==> config.mk <==
export PLATFORM = sky130hd
export DESIGN_NAME = serial_parity_rx_flat
export DESIGN_NICKNAME = d
export VERILOG_FILES = /design/src/rtl/serial_parity_rx_if.sv /design/src/rtl/serial_parity_rx.sv /design/src/flat_wrapper.sv
export SDC_FILE = /design/constraint.sdc
export NUM_CORES = 1
export LEC_CHECK = 0
export CORE_ASPECT_RATIO = 0.6
export CORE_MARGIN = 1.5
export CORE_UTILIZATION = 56
export DETAILED_ROUTE_END_ITERATION = 12
export HOLD_SLACK_MARGIN = 0.02
export PLACE_DENSITY_LB_ADDON = 0.05
export RECOVER_POWER = 50
export SYNTH_ARGS = -nofsm -noshare
export SYNTH_HDL_FRONTEND = slang
export SYNTH_SLANG_ARGS = --single-unit
==> constraint.sdc <==
create_clock -name clk -period 3.3 [get_ports clk]
set_input_delay 0.66 -clock clk [delete_from_list [all_inputs] [get_ports clk]]
set_output_delay 0.66 -clock clk [all_outputs]
set_load 0.01 [all_outputs]
==> src/rtl/serial_parity_rx_if.sv <==
// Bundle between the serial line front end and the parallel consumer of serial_parity_rx.
// The slave modport is the receiver; the master modport is whoever drives the line and takes words.
interface serial_parity_rx_if #(
  parameter int DATA_W = 8
);
  logic              bit_en;
  logic              sdi;
  logic              dready;
  logic [DATA_W-1:0] dout;
  logic              dvalid;
  logic              perr;
  logic              ferr;
  logic              ovr;
  logic              busy;

  modport master (
    output bit_en, sdi, dready,
    input  dout, dvalid, perr, ferr, ovr, busy
  );

  modport slave (
    input  bit_en, sdi, dready,
    output dout, dvalid, perr, ferr, ovr, busy
  );
endinterface

==> src/rtl/serial_parity_rx.sv <==
// Serial frame receiver: start, DATA_W data bits LSB first, parity, stop.
// Checks XOR parity and framing; presents the word on a valid/ready output register.
//
// state  | meaning
// IDLE   | waiting for a start bit (SDI=0 on a strobe)
// DATA   | shifting in data bits, LSB first
// PARITY | folding the parity bit into the accumulator
// STOP   | sampling the stop bit and completing the frame
module serial_parity_rx #(
  parameter int DATA_W     = 8,
  parameter bit PARITY_ODD = 1'b0
) (
  input logic               clk,
  input logic               rst_n,
  serial_parity_rx_if.slave bus
);
  localparam int CW = $clog2(DATA_W + 1);

  typedef enum logic [1:0] {IDLE, DATA, PARITY, STOP} state_t;

  state_t            state, state_nx;
  logic [DATA_W-1:0] shreg, shreg_nx;
  logic [CW-1:0]     cnt, cnt_nx;
  logic              acc, acc_nx;
  logic [DATA_W-1:0] dout_q, dout_nx;
  logic              dvalid_q, dvalid_nx;
  logic              perr_q, perr_nx;
  logic              ferr_q, ferr_nx;
  logic              ovr_q, ovr_nx;

  always_ff @(posedge clk) begin
    if (!rst_n) begin
      state    <= IDLE;
      shreg    <= '0;
      cnt      <= '0;
      acc      <= 1'b0;
      dout_q   <= '0;
      dvalid_q <= 1'b0;
      perr_q   <= 1'b0;
      ferr_q   <= 1'b0;
      ovr_q    <= 1'b0;
    end else begin
      state    <= state_nx;
      shreg    <= shreg_nx;
      cnt      <= cnt_nx;
      acc      <= acc_nx;
      dout_q   <= dout_nx;
      dvalid_q <= dvalid_nx;
      perr_q   <= perr_nx;
      ferr_q   <= ferr_nx;
      ovr_q    <= ovr_nx;
    end
  end

  always_comb begin
    state_nx  = state;
    shreg_nx  = shreg;
    cnt_nx    = cnt;
    acc_nx    = acc;
    dout_nx   = dout_q;
    dvalid_nx = dvalid_q;
    perr_nx   = perr_q;
    ferr_nx   = ferr_q;
    ovr_nx    = 1'b0;

    if (dvalid_q && bus.dready)
      dvalid_nx = 1'b0;

    if (bus.bit_en) begin
      unique case (state)
        IDLE: begin
          if (!bus.sdi) begin
            state_nx = DATA;
            cnt_nx   = '0;
            acc_nx   = PARITY_ODD;
          end
        end
        DATA: begin
          // right shift: first (LSB) bit ends up at bit 0 after DATA_W shifts
          for (int i = 0; i < DATA_W - 1; i++)
            shreg_nx[i] = shreg[i+1];
          shreg_nx[DATA_W-1] = bus.sdi;
          acc_nx = acc ^ bus.sdi;
          cnt_nx = cnt + CW'(1);
          if (cnt == CW'(DATA_W - 1))
            state_nx = PARITY;
        end
        PARITY: begin
          acc_nx   = acc ^ bus.sdi;
          state_nx = STOP;
        end
        STOP: begin
          state_nx = IDLE;
          // a simultaneous accept frees the register, so the new word loads instead of dropping
          if (dvalid_q && !bus.dready) begin
            ovr_nx = 1'b1;
          end else begin
            dout_nx   = shreg;
            perr_nx   = acc;
            ferr_nx   = ~bus.sdi;
            dvalid_nx = 1'b1;
          end
        end
        default: state_nx = IDLE;
      endcase
    end
  end

  assign bus.dout   = dout_q;
  assign bus.dvalid = dvalid_q;
  assign bus.perr   = perr_q;
  assign bus.ferr   = ferr_q;
  assign bus.ovr    = ovr_q;
  assign bus.busy   = (state != IDLE);
endmodule

==> src/flat_wrapper.sv <==
// flat-port wrapper written by rule: the top's interface ports become plain ports
module serial_parity_rx_flat 
#(
  parameter int DATA_W     = 8,
  parameter bit PARITY_ODD = 1'b0
)
  (clk, rst_n, bus_bit_en, bus_sdi, bus_dready, bus_dout, bus_dvalid, bus_perr, bus_ferr, bus_ovr, bus_busy);
  serial_parity_rx_if #(.DATA_W(DATA_W)) bus_i ();
  input logic clk;
  input logic rst_n;
  input wire logic [$bits(bus_i.bit_en)-1:0] bus_bit_en;
  input wire logic [$bits(bus_i.sdi)-1:0] bus_sdi;
  input wire logic [$bits(bus_i.dready)-1:0] bus_dready;
  output wire logic [$bits(bus_i.dout)-1:0] bus_dout;
  output wire logic [$bits(bus_i.dvalid)-1:0] bus_dvalid;
  output wire logic [$bits(bus_i.perr)-1:0] bus_perr;
  output wire logic [$bits(bus_i.ferr)-1:0] bus_ferr;
  output wire logic [$bits(bus_i.ovr)-1:0] bus_ovr;
  output wire logic [$bits(bus_i.busy)-1:0] bus_busy;
  assign bus_i.bit_en = bus_bit_en;
  assign bus_i.sdi = bus_sdi;
  assign bus_i.dready = bus_dready;
  assign bus_dout = bus_i.dout;
  assign bus_dvalid = bus_i.dvalid;
  assign bus_perr = bus_i.perr;
  assign bus_ferr = bus_i.ferr;
  assign bus_ovr = bus_i.ovr;
  assign bus_busy = bus_i.busy;
  serial_parity_rx #(.DATA_W(DATA_W), .PARITY_ODD(PARITY_ODD)) u_core (.clk(clk), .rst_n(rst_n), .bus(bus_i));
endmodule
After elaboration in Yosys (flattened, before gate mapping)
Cells that the tools add are included.
- add/sub/neg operators: 1
- equality and inequality tests: 6
- mux-type cells: 12
- bitwise gates (word level): 3
- reductions and logical operators: 14
- operators with widths (kind ; count):
    $reduce_and 3->1 ; 5
    $pmux 2 s4 ; 1
    $pmux 4 s2 ; 1
    $mux 1 ; 6
    $reduce_bool 2->1 ; 3
    $add 4x1->4 const B ; 1
    $eq 2x2->1 const B ; 2
    $eq 4x3->1 const B ; 1
    $mux 2 ; 2
    $mux 4 ; 1
    $eq 2x1->1 const B ; 1
    $logic_and 1x1->1 ; 2
    $logic_not 2->1 ; 1
    $ne 2x1->1 const B ; 1
    $ne 2x2->1 const B ; 1
    $not 1->1 ; 2
    $pmux 1 s2 ; 1
    $reduce_and 2->1 ; 1
    $reduce_or 2->1 ; 1
    $logic_not 1->1 ; 1
    $xor 1x1->1 ; 1
- bits in registers: 27
- input port bits: 5
- output and inout bits: 13
- logic and storage cells: 45

Longest topological paths before layout
- depth after elaboration: 5
- depth in mapped cells: 6

Worst setup path after synthesis
Ideal clock, no wire load.
- path kind: in2reg
- start: input bus_bit_en
- end: register u_core.acc
- setup time: 0.120 ns
- data arrival time: 1.328 ns
- data required time: 3.180 ns
- slack: 1.852 ns
- stages on the path: 4
- buffers on the path: 1
- path through: buf_4 > a21bo_4 > o311ai_2 > nand2_1
- cells in the longest elaborated chain, start to end: 1
- ends and longest elaborated chain (element ; line ; source):
    start, declared ; flat_wrapper.sv:11 ; input wire logic [$bits(bus_i.bit_en)-1:0] bus_bit_en;
    $reduce_and 3->1 (no line) ; -- ;
    end signal, assigned ; serial_parity_rx.sv:46 ; acc <= acc_nx;
    end, declared ; serial_parity_rx.sv:24 ; logic acc, acc_nx;
No other way between the ends.
A chain may end at the register's enable or synchronous reset.

Worst setup path after layout
- start: register u_core.state[0]
- end: output bus_busy
- cells in the longest elaborated chain, start to end: 1
- ends and longest elaborated chain (element ; line ; source):
    start, declared ; serial_parity_rx.sv:21 ; state_t state, state_nx;
    start signal, assigned ; serial_parity_rx.sv:43 ; state <= state_nx;
    $reduce_bool 2->1 ; serial_parity_rx.sv:114 ; assign bus.busy = (state != IDLE);
    end, declared ; flat_wrapper.sv:19 ; output wire logic [$bits(bus_i.busy)-1:0] bus_busy;
No other way between the ends.

==> metrics.log <==
[metrics] post-route setup TNS: 0 ns
[metrics] maximum number of pins on one net before global-route repair: 30
[metrics] leakage dissipation: approximately 0.57 nW
[metrics] clock buffer count from CTS: 3
[metrics] WL final: 2314 µm
[metrics] critical path start-end classification: reg2out
[metrics] Max Used Layer: met4
[metrics] clock buffer depth: 2
[metrics] Pre-Repair DR Iteration Count: 4
[metrics] final core utilization: a little under 70%
[metrics] hpwl dp: approximately 1600 µm
[metrics] met3 wire length: approximately 120 µm
[metrics] CTS Hold Buffers Added: 0
[metrics] via count: roughly 1000
[metrics] post-synth top area share: ~43%
[metrics] number of sinks on the clock net: 27
[metrics] Detail Route Antenna Nets: 0
[metrics] Clk network pwr share: a little under a third
[metrics] biggest fanout along the worst timing path: 6
[metrics] setup repair after global routing missed its margin: false
[metrics] global-route wire length before repair: slightly below 4000 µm
[metrics] initial cell density of the core: roughly three fifths
[metrics] number of rows created at floorplan: 13
[metrics] required time of the worst setup path: 2.64 ns
[metrics] Remaining DRCs: 0
[metrics] path type of the worst min-delay path: reg2reg
[metrics] endpoint kind of the worst setup timing path: output port
[metrics] Netlist cell types: 31
[metrics] ratio of cells with drive above 1 in the final layout: under 10%
[metrics] met1 layer wirelength in the final routing: roughly 1100 µm
[metrics] FMAX: ~430 MHz
[metrics] largest area contributor in the netlist: dfxtp_1
[metrics] register area share after synthesis: a little over two fifths
[metrics] antenna violations before repair: 0
[metrics] TritonCTS clock tree: yes
[metrics] clock-pin transition on the worst setup and hold timing paths: 0.09 ns
[metrics] sequential power share: between 50% and 60%
[metrics] Synth Flop Type: dfxtp_1
[metrics] fraction of power spent switching nets: about a quarter
[metrics] Cell Int Power: approximately 0.45 mW
[metrics] Area Growth Syn to Fin: 17.62%
[metrics] instance count after placement with tap cells included: ~180
[metrics] average cell area after synthesis: 9.058 µm²
[metrics] power per unit of standard cell area: 410.1 mW/mm²
[metrics] cell count after synthesis: 138
[metrics] total length of routed met2 wires: 1034 µm
[metrics] core footprint: about 0.0021 mm²
[metrics] clock latency reported for the late side of the worst-skew pair: about 0.27 ns
[metrics] MaxCap Viol Count: 0
[metrics] flops & latches, synth: 27
[metrics] most used standard cell by instance count after synthesis: nand2_1
[metrics] series of cell instances along the critical path: inv_1, ha_1, inv_1, clkdlybuf4s50_1
[metrics] Die Span X: about 64 µm
[metrics] Root Buffer Master: clkbuf_8
[metrics] slew at the pin with the worst max-slew slack: between 0.8 and 0.9 ns
[metrics] area of the mapped netlist: 0.001250 mm²
[metrics] Tmin final: between 2 and 2.5 ns
[metrics] number of hold violations in the final report: 0
[metrics] final cell count without fillers: about 180
[metrics] WP data arrival: 1.68 ns
[metrics] Setup crit start kind: register
[metrics] Switch Pwr: 0.1530 mW
[metrics] Iter 0 DRT Violations: between 70 and 80
[metrics] final count of negative-setup-slack endpoints: 0
[metrics] global-route congestion overflow total: 0
[metrics] Largest stage delay, worst path: 0.53 ns
[metrics] floorplan die height: a little under 40 µm
[metrics] synthesized netlist net count: 149
[metrics] post-DR vias/cell: about 5.3
[metrics] top post-synthesis cells by count: nand2_1, dfxtp_1, a21boi_0, nand3_1, a21boi_1
[metrics] Combinational Power Share: 13.8%
[metrics] leading post-synthesis cells by cell area: dfxtp_1, nand2_1, a21boi_0, ha_1, a21boi_1
[metrics] run status: finished clean
[metrics] PostCTS Resize Cnt: 0
[metrics] slowest stage cell, crit path: clkdlybuf4s50_1
[metrics] vias in the first global route: ~840
[metrics] DR WL/cell: 12.64 µm
[metrics] Worst Skew: around 0.0043 ns
[metrics] Net count, final: roughly 170
[metrics] port bufs: 17
[metrics] synth warn: 0
[metrics] worst slew slack as a fraction of its limit: between 40 and 50%
[metrics] io pins: 18
[metrics] count of pins over their slew limit: 0
[metrics] Die Footprint: roughly 0.0025 mm²
[metrics] diodes inserted: 0
[metrics] final hold slack: roughly 0.45 ns
[metrics] Post-CTS Setup Repair Bufs: 0
[metrics] number of H-tree levels: 1
[metrics] part of the cycle the worst path needs: between 70% and 80%
[metrics] RD Place Congestion: approximately 0.75
[metrics] Post-synth EDFFs: 0
[metrics] overall fraction of global-route tracks in use: between 20% and 30%
[metrics] most frequent cell on the critical path: inv_1
[metrics] post-synthesis async set-or-reset flop share: 0%
[metrics] peak supply drop: roughly 0.00025 V
power groups by stage:
stage | combinational, mW | sequential, mW | clock (mW)
2_1_floorplan | 0.0616 | 0.342 | 0
3_3_place_gp | 0.0802 | 0.343 | 0
3_5_place_dp | 0.0819 | 0.343 | 0
4_1_cts | 0.0832 | 0.336 | 0.189
5_1_grt | 0.0911 | 0.337 | 0.203
6_report | 0.0832 | 0.335 | 0.184
critical path, delay by kind of cell, from the launching register on:
family | cells | cell delay [ns]
buffers and inverters | 3 | 0.71
flip-flops | 1 | 0.40
adder cells (fa/ha/maj) | 1 | 0.30
state kept, by name (all words and copies together) (netlist names):
name / flops
u_core.shreg: 8
u_core.bus.perr: 1
u_core.bus.ferr: 1
u_core.bus.ovr: 1
u_core.bus.dvalid: 1
u_core.cnt: 4
u_core.bus.dout: 8
u_core.state: 2
u_core.acc: 1
final timing paths:
check,startpoint,to,slack (ns),depth (start not counted)
worst max register to register,u_core.state[0],u_core.bus.ferr,1.59,5
worst min-delay path,u_core.bus.dout[2],u_core.bus.dout[2],0.45,2
worst min register to register,u_core.bus.dout[2],u_core.bus.dout[2],0.45,2
worst max-delay path,u_core.state[0],bus_busy,0.96,4
placed cells by master, fill, tap and decap left out, drive strengths merged, types with 2 or more instances in the layout:
| master | n |
|---|---|
| ha | 6 |
| and2b | 2 |
| clkdlybuf4s50 | 4 |
| inv | 3 |
| a21boi | 20 |
| dlygate4sd3 | 13 |
| clkbuf | 3 |
| nor2 | 4 |
| nor2b | 3 |
| nand3b | 2 |
| o211ai | 3 |
| nand2 | 37 |
| o21ai | 3 |
| nand3 | 10 |
| xor2 | 2 |
| dfxtp | 27 |
area by class of cell:
cell class	count	area [µm²]
Timing Repair Buffer	18	177.7
Multi-Input combinational cell	101	656.9
Clock buffer	3	41.29
Tap cell	30	37.54
Inverter	3	11.26
Sequential cell	27	540.5
Clock inverter	1	5.005
Fill cell	186	660.6
routing by layer:
metal	vias to the layer above	global-route usage, %
met3	4	5.172
li1	495	-
met5	-	0
met4	0	6.522
met2	32	34.11
met1	444	26.39
cell families (layout without fill, tap and decap cells):
logic type                 after synthesis  after routing  synth area share (%)
buffers and inverters                   10             25                 4.203
adders and majority gates                6              6                 6.006
DFF                                     27             27                 43.24
and+or+nand+nor                         61             61                 23.02
xor gates and xnor gates                 2              2                 1.402
AOI/OAI and AO/OA                       32             32                 22.12
through the flow:
step / power (mW) / setup slack (ns) / instance area, µm²
after detailed placement: 0.4251 / 0.9432 / 1424
after global placement: 0.4228 / 0.9979 / 1424
after floorplan: 0.4034 / 1.852 / 1250
after global routing: 0.6309 / 0.8652 / 1470
after CTS: 0.6079 / 0.9476 / 1470
final: 0.6029 / 0.9575 / 1470
Power figures use the tool's default switching activity.
==> RTL edit 1 (config.mk and constraints unchanged) <==
Make the reset (`rst_n`) asynchronous in one clocked block.
--- a/src/rtl/serial_parity_rx.sv
+++ b/src/rtl/serial_parity_rx.sv
@@ -30,3 +30,3 @@
 
-  always_ff @(posedge clk) begin
+  always_ff @(posedge clk or negedge rst_n) begin
     if (!rst_n) begin
Behaviour: differs if rst_n is asserted again (counterexample within 4 cycles, from zero or initial values and one cycle with rst_n low); with rst_n held inactive, the same outputs for 10 cycles.
==> RTL edit 1 against the original RTL <==
Wire length shrank 9.5%; worst setup slack worse by 0.048 ns; critical endpoint unchanged; via count is 25% lower; global-route usage is 0.16 points higher; synthesized area decreased by 2.0%; highest routed layer unchanged; utilization is 4.5 points higher; count of clock-buffer cells in the layout did not move; sequential cell count unchanged; cell area fell by 2.5%; register-to-register slack got worse by 0.08 ns.
Power is not compared: it rests on default switching activity, and its combinational part moved more than twofold at a synthesized area within 25%.
==> RTL edit 1: results (changes against the original RTL) <==
Status -> finished clean
Max_slew headroom -> 4.89% (-35 points)
Clock root buffer -> sky130_fd_sc_hd__clkbuf_4
Critical Path Fanout Max -> 5 (-1)
Fraction of the mapped netlist area in adder cells -> 7.15% (+1.1 points)
Largest cells by area after synthesis -> sky130_fd_sc_hd__dfrtp_1 (55%), sky130_fd_sc_hd__mux2_2 (17%), sky130_fd_sc_hd__ha_1 (7.2%), sky130_fd_sc_hd__mux2i_1 (1.6%), sky130_fd_sc_hd__o21ai_0 (1.6%)
Commonest register cell after synthesis -> sky130_fd_sc_hd__dfrtp_1
Minimum hold slack -> 0.505 ns (+0.0541 ns)
Post-synthesis average cell area -> 13.8 um^2 (+52%)
Placed cell areas -> 1430 um^2 (+0.35%)
Post-synthesis net count -> 101 (-32%)
Average wire per cell in the routed design -> 15.2 um (+20%)
Synth async-reset ratio -> 100% (+100 points)
Via count of the first global-routing pass -> 777 (-7.4%)
Overall Global Routing Usage -> 20.6% (+0.16 points)
Placed wire-length estimate after detailed placement -> 1.53 mm (-4.8%)
Xor and xnor fraction of the mapped netlist area -> 0% (-1.4 points)
Post-synth cell types -> 26 (-16%)
Setup Skew -> 0.0166 ns (+0.0123 ns)
Post-detailed-routing wire length -> 2.09 mm (-9.5%)
Multiplexer fraction of the synthesized cell area -> 18.2% (+18 points)
Cell row count -> 12 (-1)
Synth top cells by count -> sky130_fd_sc_hd__dfrtp_1 (27), sky130_fd_sc_hd__mux2_2 (18), sky130_fd_sc_hd__ha_1 (7)
Fillcell total -> 132 (-29%)
Detailed Route Iter0 Violations -> 16 (-79%)
==> RTL edit 1: cells by family after synthesis <==
group	Yosys count
and+or+nand+nor	16
DFF	27
muxes	20
buffers and inverters	6
adders and majority gates	7
AOI/OAI and AO/OA	13
==> RTL edit 1: per-layer routing <==
layer | global-route usage (%) | share of wire, % | vias to the layer above
li1 | - | - | 355
met1 | 26.4 | 50 | 358
met2 | 36.8 | 47 | 14
met3 | 5.25 | 3.4 | 2
met4 | 3.26 | 0.38 | 0
met5 | 0 | 0 | -
==> RTL edit 1: cell type report <==
type	instances	area, um^2	area share (%)
Sequential cell	27	676	47.1
Multi-Input combinational cell	56	497	34.6
Timing Repair Buffer	19	181	12.7
Tap cell	28	35.0	2.44
Clock buffer	3	22.5	1.57
Inverter	4	15.0	1.05
Clock inverter	1	7.51	0.524
==> RTL edit 1: final timing paths <==
check / startpoint / end / cells after the start
setup / recovery: u_core.state[0]$_DFFE_PN0P_ / bus_busy / 4
hold / removal: u_core.acc$_DFFE_PN0P_ / u_core.acc$_DFFE_PN0P_ / 1
max in group asynchronous: rst_n / u_core.shreg[6]$_DFFE_PN0P_ / 2
hold reg to reg: u_core.acc$_DFFE_PN0P_ / u_core.acc$_DFFE_PN0P_ / 1
setup reg to reg: u_core.state[0]$_DFFE_PN0P_ / u_core.state[1]$_DFFE_PN0P_ / 5
min in group asynchronous: rst_n / u_core.cnt[2]$_DFFE_PN0P_ / 2
==> RTL edit 1: report_power, final <==
part | leakage (nW) | switching (mW) | internal (mW) | total [mW]
registers | 0.336 | 0.104 | 0.478 | 0.582
clock network | 0.0139 | 0.105 | 0.0465 | 0.151
logic | 0.303 | 0.238 | 0.325 | 0.563
total | 0.654 | 0.447 | 0.850 | 1.30
==> RTL edit 1: stage by stage <==
step           setup slack, ns  utilization, %  power, mW
6_report                 0.910            73.5       1.30
5_1_grt                  0.795            73.5       1.39
4_1_cts                  0.859            74.7       1.32
3_5_place_dp              1.16            73.2       1.17
3_3_place_gp              1.20            73.2       1.14
2_1_floorplan             1.75               -      0.931
==> RTL edit 2 (same settings) <==
Made on the original files. `PARITY_ODD` is set to 1'b0 in 2 places; all go to 1'b1.
--- a/src/rtl/serial_parity_rx.sv
+++ b/src/rtl/serial_parity_rx.sv
@@ -10,3 +10,3 @@
   parameter int DATA_W     = 8,
-  parameter bit PARITY_ODD = 1'b0
+  parameter bit PARITY_ODD = 1'b1
 ) (
--- a/src/flat_wrapper.sv
+++ b/src/flat_wrapper.sv
@@ -4,3 +4,3 @@
   parameter int DATA_W     = 8,
-  parameter bit PARITY_ODD = 1'b0
+  parameter bit PARITY_ODD = 1'b1
 )
Check against the original RTL: same outputs for any inputs over 10 cycles, from zero or initial values and one cycle with rst_n low; that may be too few to reach the edited logic, so the function may still have changed.
==> RTL edit 2 against the original RTL <==
Fmax grew 0.55%; synthesized area fell by 1.0%; power up 0.44%; global-route usage is 2.3 points higher; sequential cell count did not move; die area decreased by 0.94%; sequential power is 1% higher; cell area is 0.77% lower; worst setup slack improved by 0.013 ns; wire length grew 1.6%.
==> RTL edit 2: results (changes against the original RTL) <==
Overall Global Routing Usage -> 22.7% (+2.3 points)
Largest cells by area after synthesis -> sky130_fd_sc_hd__dfxtp_1 (44%), sky130_fd_sc_hd__nand2_1 (11%), sky130_fd_sc_hd__ha_1 (7.1%), sky130_fd_sc_hd__a21boi_1 (6.1%), sky130_fd_sc_hd__a21boi_0 (5.5%)
Count of vias placed by the detailed router -> 980 (+0.51%)
Proportion of layout cells with a drive suffix above 1 -> 6.37% (-2.8 points)
Global routing met1 resource utilization -> 29.8% (+3.4 points)
Number of non-filler instances in the completed layout -> 185 (+1.1%)
Critical Path Fanout Max -> 7 (+1)
Synth top cells by count -> sky130_fd_sc_hd__nand2_1 (36), sky130_fd_sc_hd__dfxtp_1 (27), sky130_fd_sc_hd__nand3_1 (12)
Largest net degree at the start of global routing -> 33 (+10%)
Post-synthesis average cell area -> 8.71 um^2 (-3.8%)
Placed cell areas -> 1410 um^2 (-0.70%)
Detailed Route Iter0 Violations -> 77 (-1.3%)
Status -> finished clean
Setup Skew -> 0.00503 ns (+0.000755 ns)
Via count of the first global-routing pass -> 890 (+6.1%)
Hold Path Origin -> u_core.bus.dout[6]$_SDFFE_PN0P_
Register area share after synthesis -> 43.7% (+0.44 points)
Placed wire-length estimate after detailed placement -> 1.66 mm (+3.7%)
Number of cells after detailed placement -> 181 (+1.1%)
Maximum resistive drop on vdd -> 248 uV (+0.81%)
Global-route wire length before repair -> 4.17 mm (+8.4%)
Routed wl met2 -> 1.01 mm (-2.7%)
Final worst path period share -> 70.6% (-0.39 points)
Routed length on met1 -> 1.18 mm (+4.0%)
Slew at the pin closest to its max-slew limit -> 0.996 ns (+0.100 ns)
[RTL edit 2: cell types whose count changed after synthesis, sizes merged, moves of 2 or more]
cell / change
inv: +3
clkbuf: +2
nand2b: +2
xor2: -2
nor2b: -2
buf: -2
nand3: +2
[RTL edit 2: kinds of logic (layout without fill, tap and decap cells)]
logic type,count (synthesis),count (layout),share of synthesized area (%)
simple gates,60,60,22.2
compound gates,35,35,22.2
flops,27,27,43.7
buf+inv,13,28,4.75
fa+ha+maj,7,7,7.08
[RTL edit 2: area by class of cell]
| class | instances | area, um^2 |
|---|---|---|
| fill | 157 | 508 |
| inverter | 6 | 22.5 |
| multi-input combinational | 102 | 638 |
| timing repair buffer | 18 | 178 |
| clock buffer | 4 | 45.0 |
| tap | 28 | 35.0 |
| sequential | 27 | 541 |
[RTL edit 2: power breakdown]
part           switching (mW)  total, mW  internal (mW)
logic                  0.0479     0.0859         0.0380
clock network          0.0934      0.180         0.0864
registers             0.00735      0.340          0.332
